$ cat config.mk
export PLATFORM = sky130hd
export DESIGN_NAME = tex_column_walker_flat
export DESIGN_NICKNAME = d
export VERILOG_FILES = /design/src/rtl/raycast_pkg.sv /design/src/rtl/tex_column_walker_if.sv /design/src/rtl/tex_req_delay.sv /design/src/rtl/tex_column_walker.sv /design/src/flat_wrapper.sv
export SDC_FILE = /design/constraint.sdc
export NUM_CORES = 1
export LEC_CHECK = 0
export ABC_CLOCK_PERIOD_IN_PS = 6300
export BUFFER_PORTS_ARGS = -buffer_cell sky130_fd_sc_hd__buf_2
export CORE_AREA = 4 4 123 125
export DETAILED_ROUTE_END_ITERATION = 12
export DIE_AREA = 0 0 127 129
export GPL_TIMING_DRIVEN = 0
export PLACE_DENSITY = 0.76
export SETUP_SLACK_MARGIN = 0.15
export SLEW_MARGIN = 10
export SYNTH_ARGS = -nofsm -noshare
export SYNTH_HDL_FRONTEND = slang
export SYNTH_SLANG_ARGS = --single-unit
export TNS_END_PERCENT = 10
$ cat constraint.sdc
create_clock -name pixel_clk_in -period 6.3 [get_ports pixel_clk_in]
set_input_delay 1.26 -clock pixel_clk_in [delete_from_list [all_inputs] [get_ports pixel_clk_in]]
set_output_delay 1.26 -clock pixel_clk_in [all_outputs]
set_load 0.01 [all_outputs]
$ cat src/rtl/raycast_pkg.sv
// rtl/raycast_pkg.sv - shared raycaster screen constants, default colours and row tag types
package raycast_pkg;

    localparam int SCREEN_WIDTH  = 320;
    localparam int SCREEN_HEIGHT = 180;
    localparam int FB_ADDR_W     = 16;

    localparam logic [15:0] DEFAULT_CEIL_COLOR  = 16'h4208;
    localparam logic [15:0] DEFAULT_FLOOR_COLOR = 16'h8410;

    typedef enum logic [1:0] {CEIL, WALL, FLOOR} row_kind_t;

    typedef enum logic [2:0] {IDLE, INIT, ROW, NORM, DRAIN} walk_state_t;

    typedef struct packed {
        row_kind_t              kind;
        logic [FB_ADDR_W-1:0]   addr;
        logic                   side;
    } row_tag_t;

endpackage

$ cat src/rtl/tex_column_walker_if.sv
// rtl/tex_column_walker_if.sv - column descriptor, texture request and framebuffer write bundle
interface tex_column_walker_if;

    logic        col_valid_in;
    logic        col_ready_out;
    logic [8:0]  hcount_ray_in;
    logic [7:0]  line_height_in;
    logic [15:0] wallX_in;
    logic [3:0]  texture_in;
    logic        side_in;

    logic        tex_req_valid_out;
    logic [15:0] tex_wallX_out;
    logic [7:0]  tex_vcount_out;
    logic [3:0]  tex_id_out;
    logic [15:0] tex_pixel_in;

    logic        fb_we_out;
    logic [15:0] fb_addr_out;
    logic [15:0] fb_pixel_out;
    logic        busy_out;

    modport master (
        output col_valid_in, hcount_ray_in, line_height_in, wallX_in, texture_in, side_in,
        output tex_pixel_in,
        input  col_ready_out, tex_req_valid_out, tex_wallX_out, tex_vcount_out, tex_id_out,
        input  fb_we_out, fb_addr_out, fb_pixel_out, busy_out
    );

    modport slave (
        input  col_valid_in, hcount_ray_in, line_height_in, wallX_in, texture_in, side_in,
        input  tex_pixel_in,
        output col_ready_out, tex_req_valid_out, tex_wallX_out, tex_vcount_out, tex_id_out,
        output fb_we_out, fb_addr_out, fb_pixel_out, busy_out
    );

endinterface

$ cat src/rtl/tex_req_delay.sv
// rtl/tex_req_delay.sv - fixed-latency shift register aligning row tags with texture ROM returns
module tex_req_delay
    import raycast_pkg::*;
#(
    parameter int LATENCY = 2
) (
    input  logic     clk,
    input  logic     rst,
    input  logic     s_tvalid,
    input  row_tag_t s_tdata,
    output logic     m_tvalid,
    output row_tag_t m_tdata,
    output logic     pending
);

    logic [LATENCY-1:0] valid_q;
    logic [LATENCY-1:0] valid_d;
    row_tag_t           tag_q [LATENCY];
    row_tag_t           tag_d [LATENCY];

    always_comb begin
        valid_d[0] = s_tvalid;
        tag_d[0]   = s_tdata;
        for (int i = 1; i < LATENCY; i++) begin
            valid_d[i] = valid_q[i-1];
            tag_d[i]   = tag_q[i-1];
        end
        // Anything short of the output stage still has to come out.
        pending = 1'b0;
        for (int i = 0; i < LATENCY - 1; i++) begin
            pending = pending | valid_q[i];
        end
    end

    always_ff @(posedge clk or posedge rst) begin
        if (rst) begin
            valid_q <= '0;
            for (int i = 0; i < LATENCY; i++) begin
                tag_q[i] <= '0;
            end
        end else begin
            valid_q <= valid_d;
            for (int i = 0; i < LATENCY; i++) begin
                tag_q[i] <= tag_d[i];
            end
        end
    end

    assign m_tvalid = valid_q[LATENCY-1];
    assign m_tdata  = tag_q[LATENCY-1];

endmodule

$ cat src/rtl/tex_column_walker.sv
// rtl/tex_column_walker.sv - walks every row of one ray column, issuing texture requests and framebuffer writes
// Optional TEX_SHADE_EN halves RGB565 wall pixels hit on the y-side.
module tex_column_walker
    import raycast_pkg::*;
#(
    parameter int          TEX_LATENCY = 2,
    parameter logic [15:0] CEIL_COLOR  = DEFAULT_CEIL_COLOR,
    parameter logic [15:0] FLOOR_COLOR = DEFAULT_FLOOR_COLOR
) (
    input  logic               pixel_clk_in,
    input  logic               rst_in,
    tex_column_walker_if.slave bus
);

    localparam logic [7:0]  ROWS_LAST = 8'(SCREEN_HEIGHT - 1);
    localparam logic [7:0]  ROWS_END  = 8'(SCREEN_HEIGHT);
    localparam logic [8:0]  ACC_STEP  = 9'(SCREEN_HEIGHT);
    localparam logic [15:0] ADDR_STEP = 16'(SCREEN_WIDTH);

    walk_state_t state_q, state_d;
    logic [8:0]  hcount_q, hcount_d;
    logic [7:0]  lh_q, lh_d;
    logic [15:0] wallx_q, wallx_d;
    logic [3:0]  tex_id_q, tex_id_d;
    logic        side_q, side_d;
    logic [7:0]  ds_q, ds_d;
    logic [7:0]  de_q, de_d;
    logic [8:0]  acc_q, acc_d;
    logic [7:0]  tex_v_q, tex_v_d;
    logic [7:0]  row_q, row_d;
    logic [15:0] addr_q, addr_d;
    logic        req_valid_q, req_valid_d;
    logic [7:0]  req_vcount_q, req_vcount_d;

    logic [8:0]  acc_sum;
    logic [8:0]  acc_diff;
    logic [7:0]  lh_clamp;
    row_kind_t   cur_kind;
    logic        push_valid;
    row_tag_t    push_tag;

    logic        out_valid;
    row_tag_t    out_tag;
    logic        pipe_pending;
    logic [15:0] wall_pixel;
    logic [15:0] out_pixel;

    always_comb begin
        state_d    = state_q;
        hcount_d   = hcount_q;
        lh_d       = lh_q;
        wallx_d    = wallx_q;
        tex_id_d   = tex_id_q;
        side_d     = side_q;
        ds_d       = ds_q;
        de_d       = de_q;
        acc_d      = acc_q;
        tex_v_d    = tex_v_q;
        row_d      = row_q;
        addr_d     = addr_q;
        acc_sum    = acc_q + ACC_STEP;
        acc_diff   = acc_q - {1'b0, lh_q};
        lh_clamp   = (lh_q > ROWS_END) ? ROWS_END : lh_q;
        cur_kind   = (row_q < ds_q) ? CEIL : ((row_q >= de_q) ? FLOOR : WALL);
        push_valid = 1'b0;
        push_tag   = '{kind: cur_kind, addr: addr_q, side: side_q};

        case (state_q)
            IDLE: begin
                if (bus.col_valid_in) begin
                    hcount_d = bus.hcount_ray_in;
                    lh_d     = bus.line_height_in;
                    wallx_d  = bus.wallX_in;
                    tex_id_d = bus.texture_in;
                    side_d   = bus.side_in;
                    state_d  = INIT;
                end
            end
            INIT: begin
                lh_d    = lh_clamp;
                ds_d    = (ROWS_END - lh_clamp) >> 1;
                de_d    = ds_d + lh_clamp;
                acc_d   = '0;
                tex_v_d = '0;
                row_d   = '0;
                addr_d  = 16'(hcount_q);
                state_d = ROW;
            end
            ROW: begin
                push_valid = 1'b1;
                row_d      = row_q + 8'd1;
                addr_d     = addr_q + ADDR_STEP;
                if (cur_kind == WALL) begin
                    acc_d = acc_sum;
                end
                if ((cur_kind == WALL) && (acc_sum >= {1'b0, lh_q})) begin
                    state_d = NORM;
                end else if (row_q == ROWS_LAST) begin
                    state_d = DRAIN;
                end
            end
            NORM: begin
                // Bresenham-style step: row_q already points past the wall row just issued.
                acc_d   = acc_diff;
                tex_v_d = tex_v_q + 8'd1;
                if (acc_diff < {1'b0, lh_q}) begin
                    state_d = (row_q == ROWS_END) ? DRAIN : ROW;
                end
            end
            DRAIN: begin
                if (!pipe_pending) begin
                    state_d = IDLE;
                end
            end
            default: state_d = IDLE;
        endcase

        // Request outputs are registered for the row the FSM is about to issue.
        req_valid_d  = (state_d == ROW) && (row_d >= ds_d) && (row_d < de_d);
        req_vcount_d = req_valid_d ? tex_v_d : req_vcount_q;
    end

    always_ff @(posedge pixel_clk_in or posedge rst_in) begin
        if (rst_in) begin
            state_q      <= IDLE;
            hcount_q     <= '0;
            lh_q         <= '0;
            wallx_q      <= '0;
            tex_id_q     <= '0;
            side_q       <= 1'b0;
            ds_q         <= '0;
            de_q         <= '0;
            acc_q        <= '0;
            tex_v_q      <= '0;
            row_q        <= '0;
            addr_q       <= '0;
            req_valid_q  <= 1'b0;
            req_vcount_q <= '0;
        end else begin
            state_q      <= state_d;
            hcount_q     <= hcount_d;
            lh_q         <= lh_d;
            wallx_q      <= wallx_d;
            tex_id_q     <= tex_id_d;
            side_q       <= side_d;
            ds_q         <= ds_d;
            de_q         <= de_d;
            acc_q        <= acc_d;
            tex_v_q      <= tex_v_d;
            row_q        <= row_d;
            addr_q       <= addr_d;
            req_valid_q  <= req_valid_d;
            req_vcount_q <= req_vcount_d;
        end
    end

    tex_req_delay #(
        .LATENCY (TEX_LATENCY)
    ) u_delay (
        .clk      (pixel_clk_in),
        .rst      (rst_in),
        .s_tvalid (push_valid),
        .s_tdata  (push_tag),
        .m_tvalid (out_valid),
        .m_tdata  (out_tag),
        .pending  (pipe_pending)
    );

`ifdef TEX_SHADE_EN
    assign wall_pixel = out_tag.side ? ((bus.tex_pixel_in >> 1) & 16'h7BEF) : bus.tex_pixel_in;
`else
    logic unused_side;
    assign unused_side = out_tag.side;
    assign wall_pixel  = bus.tex_pixel_in;
`endif

    always_comb begin
        out_pixel = FLOOR_COLOR;
        case (out_tag.kind)
            CEIL:    out_pixel = CEIL_COLOR;
            WALL:    out_pixel = wall_pixel;
            default: out_pixel = FLOOR_COLOR;
        endcase
    end

    assign bus.col_ready_out     = (state_q == IDLE);
    assign bus.busy_out          = (state_q != IDLE);
    assign bus.tex_req_valid_out = req_valid_q;
    assign bus.tex_vcount_out    = req_vcount_q;
    assign bus.tex_wallX_out     = wallx_q;
    assign bus.tex_id_out        = tex_id_q;
    assign bus.fb_we_out         = out_valid;
    assign bus.fb_addr_out       = out_valid ? out_tag.addr : '0;
    assign bus.fb_pixel_out      = out_valid ? out_pixel : '0;

endmodule

$ cat src/flat_wrapper.sv
// flat-port wrapper written by rule: the top's interface ports become plain ports
module tex_column_walker_flat import raycast_pkg::*;
#(
    parameter int          TEX_LATENCY = 2,
    parameter logic [15:0] CEIL_COLOR  = DEFAULT_CEIL_COLOR,
    parameter logic [15:0] FLOOR_COLOR = DEFAULT_FLOOR_COLOR
)
  (pixel_clk_in, rst_in, bus_col_valid_in, bus_hcount_ray_in, bus_line_height_in, bus_wallX_in, bus_texture_in, bus_side_in, bus_tex_pixel_in, bus_col_ready_out, bus_tex_req_valid_out, bus_tex_wallX_out, bus_tex_vcount_out, bus_tex_id_out, bus_fb_we_out, bus_fb_addr_out, bus_fb_pixel_out, bus_busy_out);
  tex_column_walker_if bus_i ();
  input  logic pixel_clk_in;
  input  logic rst_in;
  input wire logic [$bits(bus_i.col_valid_in)-1:0] bus_col_valid_in;
  input wire logic [$bits(bus_i.hcount_ray_in)-1:0] bus_hcount_ray_in;
  input wire logic [$bits(bus_i.line_height_in)-1:0] bus_line_height_in;
  input wire logic [$bits(bus_i.wallX_in)-1:0] bus_wallX_in;
  input wire logic [$bits(bus_i.texture_in)-1:0] bus_texture_in;
  input wire logic [$bits(bus_i.side_in)-1:0] bus_side_in;
  input wire logic [$bits(bus_i.tex_pixel_in)-1:0] bus_tex_pixel_in;
  output wire logic [$bits(bus_i.col_ready_out)-1:0] bus_col_ready_out;
  output wire logic [$bits(bus_i.tex_req_valid_out)-1:0] bus_tex_req_valid_out;
  output wire logic [$bits(bus_i.tex_wallX_out)-1:0] bus_tex_wallX_out;
  output wire logic [$bits(bus_i.tex_vcount_out)-1:0] bus_tex_vcount_out;
  output wire logic [$bits(bus_i.tex_id_out)-1:0] bus_tex_id_out;
  output wire logic [$bits(bus_i.fb_we_out)-1:0] bus_fb_we_out;
  output wire logic [$bits(bus_i.fb_addr_out)-1:0] bus_fb_addr_out;
  output wire logic [$bits(bus_i.fb_pixel_out)-1:0] bus_fb_pixel_out;
  output wire logic [$bits(bus_i.busy_out)-1:0] bus_busy_out;
  assign bus_i.col_valid_in = bus_col_valid_in;
  assign bus_i.hcount_ray_in = bus_hcount_ray_in;
  assign bus_i.line_height_in = bus_line_height_in;
  assign bus_i.wallX_in = bus_wallX_in;
  assign bus_i.texture_in = bus_texture_in;
  assign bus_i.side_in = bus_side_in;
  assign bus_i.tex_pixel_in = bus_tex_pixel_in;
  assign bus_col_ready_out = bus_i.col_ready_out;
  assign bus_tex_req_valid_out = bus_i.tex_req_valid_out;
  assign bus_tex_wallX_out = bus_i.tex_wallX_out;
  assign bus_tex_vcount_out = bus_i.tex_vcount_out;
  assign bus_tex_id_out = bus_i.tex_id_out;
  assign bus_fb_we_out = bus_i.fb_we_out;
  assign bus_fb_addr_out = bus_i.fb_addr_out;
  assign bus_fb_pixel_out = bus_i.fb_pixel_out;
  assign bus_busy_out = bus_i.busy_out;
  tex_column_walker #(.TEX_LATENCY(TEX_LATENCY), .CEIL_COLOR(CEIL_COLOR), .FLOOR_COLOR(FLOOR_COLOR)) u_core (.pixel_clk_in(pixel_clk_in), .rst_in(rst_in), .bus(bus_i));
endmodule
Word level (Yosys, flattened, before mapping)
Cells that the tools add are included.
{"block": "totals", "regBits": 144}
{"block": "op_classes", "add_sub_neg": 7, "mux": 23, "eq_ne": 11, "reduce_logical": 12, "order_cmp": 7}
{"cell": "$pmux 16 s2", "count": 2}
{"cell": "$pmux 8 s2", "count": 3}
{"cell": "$mux 16", "count": 2}
{"cell": "$mux 8", "count": 4}
{"cell": "$pmux 9 s3", "count": 1}
{"cell": "$mux 3", "count": 6}
{"cell": "$add 16x9->16 const B", "count": 1}
{"cell": "$add 8x1->8 const B", "count": 2}
{"cell": "$eq 8x8->1 const B", "count": 2}
{"cell": "$ge 8x8->1", "count": 2}
{"cell": "$lt 8x8->1", "count": 2}
{"cell": "$pmux 3 s5", "count": 1}
{"cell": "$add 9x8->9 const B", "count": 1}
{"cell": "$eq 3x2->1 const B", "count": 3}
{"cell": "$ge 9x8->1", "count": 1}
{"cell": "$lt 9x8->1", "count": 1}
{"cell": "$mux 9", "count": 1}
{"cell": "$sub 9x8->9", "count": 1}
{"cell": "$add 7x8->8", "count": 1}
{"cell": "$gt 8x8->1 const B", "count": 1}
{"cell": "$sub 8x8->8 const A", "count": 1}
{"cell": "$reduce_and 2->1", "count": 3}
{"cell": "$reduce_bool 3->1", "count": 2}
{"cell": "$eq 2x1->1 const B", "count": 2}
{"cell": "10 further kinds", "count": 14}

Longest topological paths before layout
Gate-level depths: netlist of run 1.
{"block": "logic_depth", "depth_word": 10, "depth_mapped": 23}

Cells and area by module
From an unflattened synthesis of run 1, not the netlist that was laid out.
{"block": "unflattened", "cells_unflattened": 728, "area_unflattened_um2": 7632.3}
{"module": "tex_column_walker", "area_per_inst_um2": 6627.6, "instances": 1, "seq_area_each_um2": 2677.6, "cells_each": 687}
{"module": "tex_req_delay", "area_per_inst_um2": 1004.7, "instances": 1, "seq_area_each_um2": 1001.0, "cells_each": 41}

Worst setup path before layout of run 1
Ideal clock, no wire load.
{"block": "synth_timing", "path_type": "register to register", "from": "register u_core.lh_q[1]", "to": "register u_core.req_vcount_q[0], in the netlist u_core.bus.tex_vcount_out[0]", "arrival_ns": 4.786, "slack_ns": 1.390, "path_stages_with_launch": 21, "path_buffers": 0, "setup_ns": 0.125, "required_time_ns": 6.175, "path_cell_list": "dfrtp_1 > o21a_1 > o311ai_2 > nand2_1 > ha_1 > a21oi_1 > and3_1 > nor2_1 > a211oi_1 > ha_1 > a41oi_1 > xnor2_1 > a21oi_1 > ha_1 > nand4_1 > a21oi_1 > nor3_1 > o21ai_0 > or4_1 > nor3_4 > mux2_2"}
{"block": "synth_via", "elab_chain_len": 7}
{"item": "from (decl)", "line_no": "tex_column_walker.sv:22", "source": "logic [7:0] lh_q, lh_d;"}
{"item": "from (signal assigned)", "line_no": "tex_column_walker.sv:142", "source": "lh_q <= lh_d;"}
{"item": "$gt 8x8->1, or another cell as far along", "line_no": "tex_column_walker.sv:63", "source": "lh_clamp = (lh_q > ROWS_END) ? ROWS_END : lh_q;"}
{"item": "$mux 8, or another cell as far along", "line_no": "tex_column_walker.sv:63"}
{"item": "$sub 8x8->8, or another cell as far along", "line_no": "tex_column_walker.sv:81", "source": "ds_d = (ROWS_END - lh_clamp) >> 1;"}
{"item": "$add 7x8->8, or another cell as far along", "line_no": "tex_column_walker.sv:82", "source": "de_d = ds_d + lh_clamp;"}
{"item": "$mux 8, or another cell as far along", "line_no": "tex_column_walker.sv:68", "source": "case (state_q)"}
{"item": "$lt 8x8->1 / $logic_and 1x1->1 (equally long branches)", "line_no": "tex_column_walker.sv:119", "source": "req_valid_d = (state_d == ROW) && (row_d >= ds_d) && (row_d < de_d);"}
{"item": "$logic_and 1x1->1 *", "line_no": "tex_column_walker.sv:119"}
{"item": "net u_core.req_valid_d", "line_no": "tex_column_walker.sv:32", "source": "logic req_valid_q, req_valid_d;"}
{"item": "to (signal assigned)", "line_no": "tex_column_walker.sv:153", "source": "req_vcount_q <= req_vcount_d;"}
{"item": "to (decl)", "line_no": "tex_column_walker.sv:33", "source": "logic [7:0] req_vcount_q, req_vcount_d;"}
Mark *: on every way through the listed nets, which the timed path passes. The rest lies on a longest branch.
A chain may end at the register's enable or synchronous reset.

Worst setup path in the final report of run 1
{"block": "layout_timing", "from": "register u_core.lh_q[0]", "to": "register u_core.req_vcount_q[4], in the netlist u_core.bus.tex_vcount_out[4]"}
Same word-level chain as after synthesis.

==> flow_summary_export.csv, run 1 <==
group,metric,value,unit
status,run_status,"complete, no violations",
sta,final_max_slew_viol_count,0,
cts,cts.sinks,144,
detailed_routing,dr.pass1.iters,5,
cells_and_area,fillers,1119,
sta,worstMarginPinSlew,0.764,ns
cts,cts_tree,"yes",
critical_path,crit_type,"reg2reg",
sta,finClkSkew,0.00832,ns
power,p_sw,2.25,mW
detailed_routing,via_per_inst,5.45,
grt,gr-max-usage-layer,"met2",
cts,htree_levels,4,
power,power.density,600,nW/um2
cells_and_area,diodes,0,
critical_path,crit_path_start_kind,"register",
grt,grt_usage,21.0,%
detailed_routing,dr.first_iter.drc_count,341,
cells_and_area,final_nets,997,
detailed_routing,wl_per_cell,15.6,um
detailed_routing,drc,0,
cts,clockBufferDepth,2,
synthesis,synthesis.area,7550,um2
power,swShare,41.6,%
grt,grt_pass1_wl,27.3,mm
synthesis,ys.flop_type,"dfrtp_1",
cts,cts_hold_buf,0,
cts,cts_inserted_buffers,17,
cells_and_area,drive_above_1_share,22.4,%
cts,worstSkewPairLatency,0.43,ns
critical_path,crit_family,"compound AO/OA/AOI/OAI gates",
critical_path,crit_top_cell,"ha_1",
synthesis,ys_seq_elements,144,
die,dieArea,16400,um2
critical_path,critPathArrivalTime,6.03,ns
die,fp-row-count,43,
synthesis,synth_top_area_share,47.7,%
synthesis,yosysMostFrequentCell,"dfrtp_1",
cells_and_area,syn_to_final_growth,19.7,%
synthesis,synth_edf_count,0,
power,internal-power,3.17,mW
power,total_leakage_power,4.45,nW
sta,finalSetupViolCount,0,
die,die_y,129,um
synthesis,postSynthAreaPerCell,10.3,um2
grt,grt_pass1_vias,5569,
worst_hold_path,hp-class,"reg2reg",
detailed_routing,wirelength,16.6,mm
grt,use_met3,4.77,%
power,p_comb_share,51.9,%
die,die_w,127,um
synthesis,yosysSeqAreaShare,47.7,%
critical_path,worstPathMaxFanout,9,
synthesis,synth_area_leaders,"dfrtp_1 (48%), ha_1 (11%), mux2_2 (5.5%)",
critical_path,worst-path-buf-inv,1,
cells_and_area,fin_util,65.1,%
sta,fin_ws,0.582,ns
placed_design,place_hpwl,12.0,mm
sta,hold_viol_final,0,
sta,max_freq,175,MHz
sta,relSlewSlack,48.9,%
critical_path,path_cells,"o21a_1, o311ai_2, nand2_1, ha_1, a21oi_2, and3_1, nor2_1, a211oi_1, ha_1, a41oi_1, xnor2_1, a21oi_1, ha_1, nand4_1, a21oi_1, nor3_1, o21ai_0, or4_1, nor3_4, buf_12, mux2_2",
cts,clk_pin_slew,0.07,ns
synthesis,netlist-cell-type-count,53,
die,core,13900,um2
detailed_routing,num_vias,5818,
critical_path,required,6.61,ns
placed_design,io_buffer_count,119,
synthesis,syn_inst,734,
flow_run,max-cap-violations,0,
power,ir_drop,0.000381,V
placed_design,place_ws,0.416,ns
die,ios,121,
critical_path,crit_path_end_kind,"register",
grt,antenna_found_initial,0,
cts,root_buffer,"clkbuf_16",
grt,grt_max_degree,77,
synthesis,synth_top_area_cell,"dfrtp_1",
critical_path,worstSetupPathDepth,21,
worst_hold_path,whs_path_depth,0,
synthesis,yosysWarnings,0,
synthesis,async_flop_share,100,%
grt,met2_usage,34.4,%
sta,finalCriticalPeriod,5.72,ns
grt,use_met1,27.9,%
detailed_routing,ant_nets,0,
sta,rsz0062_at_grt,"no",
placed_design,routabilityCongestion,0.900,
critical_path,slowest_stage,"or4_1",
sta,finalCritPeriodShare,90.8,%
power,pwr-share-clk,19.1,%
die,start_util,54.4,%
grt,grt-ovfl-total,0,
critical_path,slowest_delay,0.61,ns
power,power_frac_seq,29.0,%
synthesis,syn-num-nets,857,
critical_path,r2r_cells,21,
synthesis,synth_commonest_cells,"dfrtp_1 (144), nand2_1 (72), ha_1 (65)",
path summary, 6_finish.rpt:
kind / startpoint / end / slack (ns)
min: u_core.u_delay.tag_d[9] / u_core.u_delay.m_tdata[9] / 0.34
min reg2reg: u_core.u_delay.tag_d[9] / u_core.u_delay.m_tdata[9] / 0.34
max: u_core.lh_q[0] / u_core.bus.tex_vcount_out[4] / 0.58
max in group asynchronous: rst_in / u_core.acc_q[2] / 4.60
max reg2reg: u_core.lh_q[0] / u_core.bus.tex_vcount_out[4] / 0.58
min in group asynchronous: rst_in / u_core.u_delay.m_tdata[16] / 0.93
power by group through the flow:
stage | logic [mW] | clock network, mW | registers [mW]
floorplan | 2.03 | 0 | 1.55
global placement | 2.66 | 0 | 1.56
detailed placement | 2.73 | 0 | 1.58
CTS | 2.76 | 1.05 | 1.57
global route | 3.19 | 1.09 | 1.63
finish | 2.81 | 1.04 | 1.57
metal layers:
| metal | routed length [um] | share of wire (%) |
|---|---|---|
| met1 | 7340 | 44 |
| met2 | 8070 | 49 |
| met3 | 909 | 5.5 |
| met4 | 308 | 1.9 |
| met5 | 0 | 0 |
cell usage in the layout (no fill, tap or decap), drive strengths merged, types with 4 or more instances in the layout:
| cell type | instances |
|---|---|
| a21oi | 43 |
| ha | 65 |
| buf | 125 |
| nand2b | 10 |
| and2 | 30 |
| o21a | 10 |
| or4 | 4 |
| nand4 | 7 |
| and3 | 6 |
| o211ai | 10 |
| xnor2 | 15 |
| o21ai | 34 |
| mux2i | 5 |
| nor2 | 45 |
| clkbuf | 38 |
| nor2b | 7 |
| a22o | 9 |
| nand3 | 14 |
| o31ai | 9 |
| dfrtp | 144 |
| inv | 62 |
| a21o | 15 |
| xor2 | 9 |
| nand2 | 72 |
| a211oi | 5 |
| a22oi | 6 |
| mux2 | 37 |
| nor3 | 12 |
flip-flops by register name (all words and copies together), names as in the netlist, 9 cells and up:
signal                    cells
u_core.u_delay.m_tdata       18
u_core.hcount_q               9
u_core.u_delay.tag_d         18
u_core.bus.tex_wallX_out     16
u_core.acc_q                  9
u_core.addr_q                16
timing repair:
item | in CTS | in global routing
setup buffers | 0 | 1
hold endpoints to repair | 0 | 0
gates resized for setup | 0 | 1
endpoints found under the setup margin | 0 | 8
final cells by class:
class                   instances  area, um2  share of cell area (%)
plain buffers                  24       90.1                   0.997
well taps                     180        225                    2.49
clock inverters                14        168                    1.86
inverters                      54        208                    2.30
multi-input cells             512       3660                    40.5
clock buffers                  18        439                    4.86
repair buffers                121        643                    7.12
flip-flops and latches        144       3600                    39.9
stage by stage:
step	hold WS (ns)	power, mW	std cells	area (um2)	TNS [ns]
6_report	0.343	5.42	1067	9030	0
5_1_grt	0.349	5.90	1067	9030	0
4_1_cts	0.346	5.38	1066	9010	0
3_5_place_dp	0.335	4.31	1034	8400	0
3_3_place_gp	0.332	4.22	1033	8370	-46.55
2_1_floorplan	0.331	3.58	734	7550	0
kinds of logic after synthesis:
| kind of cell | share of synthesized area [%] |
|---|---|
| AND/OR/NAND/NOR | 14.0 |
| AO/OA/AOI/OAI | 14.4 |
| flip-flops | 47.7 |
| buffers and inverters | 3.88 |
| adder cells (fa/ha/maj) | 11.0 |
| multiplexers | 6.18 |
| XOR/XNOR | 2.78 |
Note: power is estimated with default switching activity, not from simulation.
==> inputs of run 2 (changes only) <==
REMOVE_ABC_BUFFERS = 1   (was default)
==> flow_summary_export.csv, run 2 (synthesis results as in run 1) <==
group,metric,value,unit
status,run_status,"complete, no violations",
cts,cts_hold_buf,0,
power,p_comb_share,51.2,%
sta,relSlewSlack,24.4,%
detailed_routing,num_vias,5747,
critical_path,crit_type,"reg2reg",
placed_design,routabilityCongestion,0.867,
critical_path,crit_path_end_kind,"register",
die,fp-row-count,43,
placed_design,post_dp_cell_area,8340,um2
critical_path,worstSetupPathDepth,21,
cells_and_area,final_cell_mix,"dfrtp_1 (144), buf_2 (119), nand2_1 (72)",
power,total_leakage_power,4.43,nW
cells_and_area,diodes,0,
detailed_routing,dr.first_iter.drc_count,315,
critical_path,slowest_stage,"or4_1",
power,p_sw,2.22,mW
cts,htree_levels,4,
power,pwr-share-clk,19.1,%
die,core,13900,um2
sta,finalCritPeriodShare,90.3,%
die,ios,121,
cells_and_area,syn_to_final_growth,19.1,%
cells_and_area,final_common_cell,"dfrtp_1",
placed_design,place_ws,0.336,ns
detailed_routing,dr.pass1.iters,4,
flow_run,max-cap-violations,0,
sta,worstMarginPinSlew,1.13,ns
critical_path,path_cells,"o21a_1, o311ai_4, nand2_1, ha_1, a21oi_2, and3_1, nor2_1, a211oi_1, ha_1, a41oi_1, xnor2_1, a21oi_1, ha_1, nand4_1, a21oi_1, nor3_1, o21ai_0, or4_1, nor3_4, buf_12, mux2_2",
grt,grt_pass1_vias,5777,
sta,fin_ws,0.608,ns
placed_design,dp.cells,1011,
cells_and_area,final_area,8990,um2
sta,rsz0062_at_grt,"no",
critical_path,reg2reg_slack,0.61,ns
critical_path,crit_family,"compound AO/OA/AOI/OAI gates",
sta,finalSetupViolCount,0,
grt,antenna_found_initial,0,
detailed_routing,wl_per_cell,15.8,um
placed_design,place_hpwl,11.6,mm
critical_path,required,6.60,ns
sta,hold_viol_final,0,
detailed_routing,wirelength,16.5,mm
critical_path,worstPathMaxFanout,9,
critical_path,crit_top_cell,"ha_1",
sta,finClkSkew,0.0106,ns
cells_and_area,stdcell_count,1044,
cts,cts.sinks,144,
die,start_util,54.4,%
detailed_routing,ant_nets,0,
cts,clockBufferDepth,2,
critical_path,r2r_end,"u_core.bus.tex_vcount_out[7]",
critical_path,rr_startpoint,"u_core.lh_q[0]",
placed_design,io_buffer_count,119,
detailed_routing,via_per_inst,5.50,
power,internal-power,3.20,mW
grt,grt-ovfl-total,0,
critical_path,critPathArrivalTime,5.99,ns
sta,finalCriticalPeriod,5.69,ns
worst_hold_path,hp-class,"reg2reg",
cts,worstSkewPairLatency,0.42,ns
critical_path,crit_path_start_kind,"register",
critical_path,endpoint,"u_core.bus.tex_vcount_out[7]",
grt,grt_pass1_wl,27.7,mm
die,die_y,129,um
worst_hold_path,whs_path_depth,0,
power,ir_drop,0.000330,V
grt,grt_max_degree,95,
sta,max_freq,176,MHz
critical_path,r2r_cells,21,
power,power.density,602,nW/um2
cells_and_area,final_nets,974,
die,die_w,127,um
power,power_frac_seq,29.7,%
sta,whs,0.343,ns
sta,final_max_slew_viol_count,0,
cts,cts_inserted_buffers,17,
cts,clk_pin_slew,0.06,ns
die,dieArea,16400,um2
grt,grt_usage,21.1,%
cts,root_buffer,"clkbuf_16",
critical_path,worst-path-buf-inv,1,
power,swShare,40.9,%
detailed_routing,drc,0,
critical_path,slowest_delay,0.61,ns
critical_path,startpoint,"u_core.lh_q[0]",
cells_and_area,drive_above_1_share,23.3,%
cts,cts_tree,"yes",
[run 2: repair_timing]
item | in CTS | in global routing
setup endpoints to repair | 0 | 8
gates resized for setup | 0 | 2
buffers inserted | 0 | 1
[run 2: layout make-up]
type	instances	area [um2]
fill	1075	4890
timing repair buffer	122	663
clock buffer	20	457
inverter	54	208
sequential	144	3600
clock inverter	12	159
tap	180	225
multi-input combinational	512	3680
[run 2: power groups by stage]
| stage | clock [mW] | sequential [mW] | combinational, mW |
|---|---|---|---|
| floorplan | 0 | 1.58 | 1.99 |
| global placement | 0 | 1.59 | 2.61 |
| detailed placement | 0 | 1.61 | 2.69 |
| CTS | 1.05 | 1.61 | 2.73 |
| global route | 1.09 | 1.67 | 3.18 |
| finish | 1.03 | 1.61 | 2.77 |
[run 2: stage by stage]
step	setup TNS (ns)	power, mW	utilization, %
6_report	0	5.41	64.8
4_1_cts	0	5.38	64.5
3_3_place_gp	-52.51	4.20	59.7
5_1_grt	0	5.93	64.8
2_1_floorplan	0	3.56	-
3_5_place_dp	0	4.30	60.1
[run 2: per-layer routing]
layer	GRT usage [%]	vias up	share of wire [%]
met5	0	-	0
met4	7.32	0	1.7
met3	4.65	27	5.2
met2	37.6	146	52
met1	25.2	2769	41
li1	-	2805	-
[run 2: how the worst min path moves through the flow]
stage	start	to	slack, ns
CTS	u_core.u_delay.tag_d[9]	u_core.u_delay.m_tdata[9]	0.35
global placement	u_core.u_delay.tag_d[2]	u_core.u_delay.m_tdata[2]	0.33
floorplan	u_core.u_delay.tag_d[10]	u_core.u_delay.m_tdata[10]	0.33
detailed placement	u_core.u_delay.tag_d[17]	u_core.u_delay.m_tdata[17]	0.34
finish	u_core.u_delay.tag_d[9]	u_core.u_delay.m_tdata[9]	0.34
global route	u_core.u_delay.tag_d[18]	u_core.u_delay.m_tdata[18]	0.35
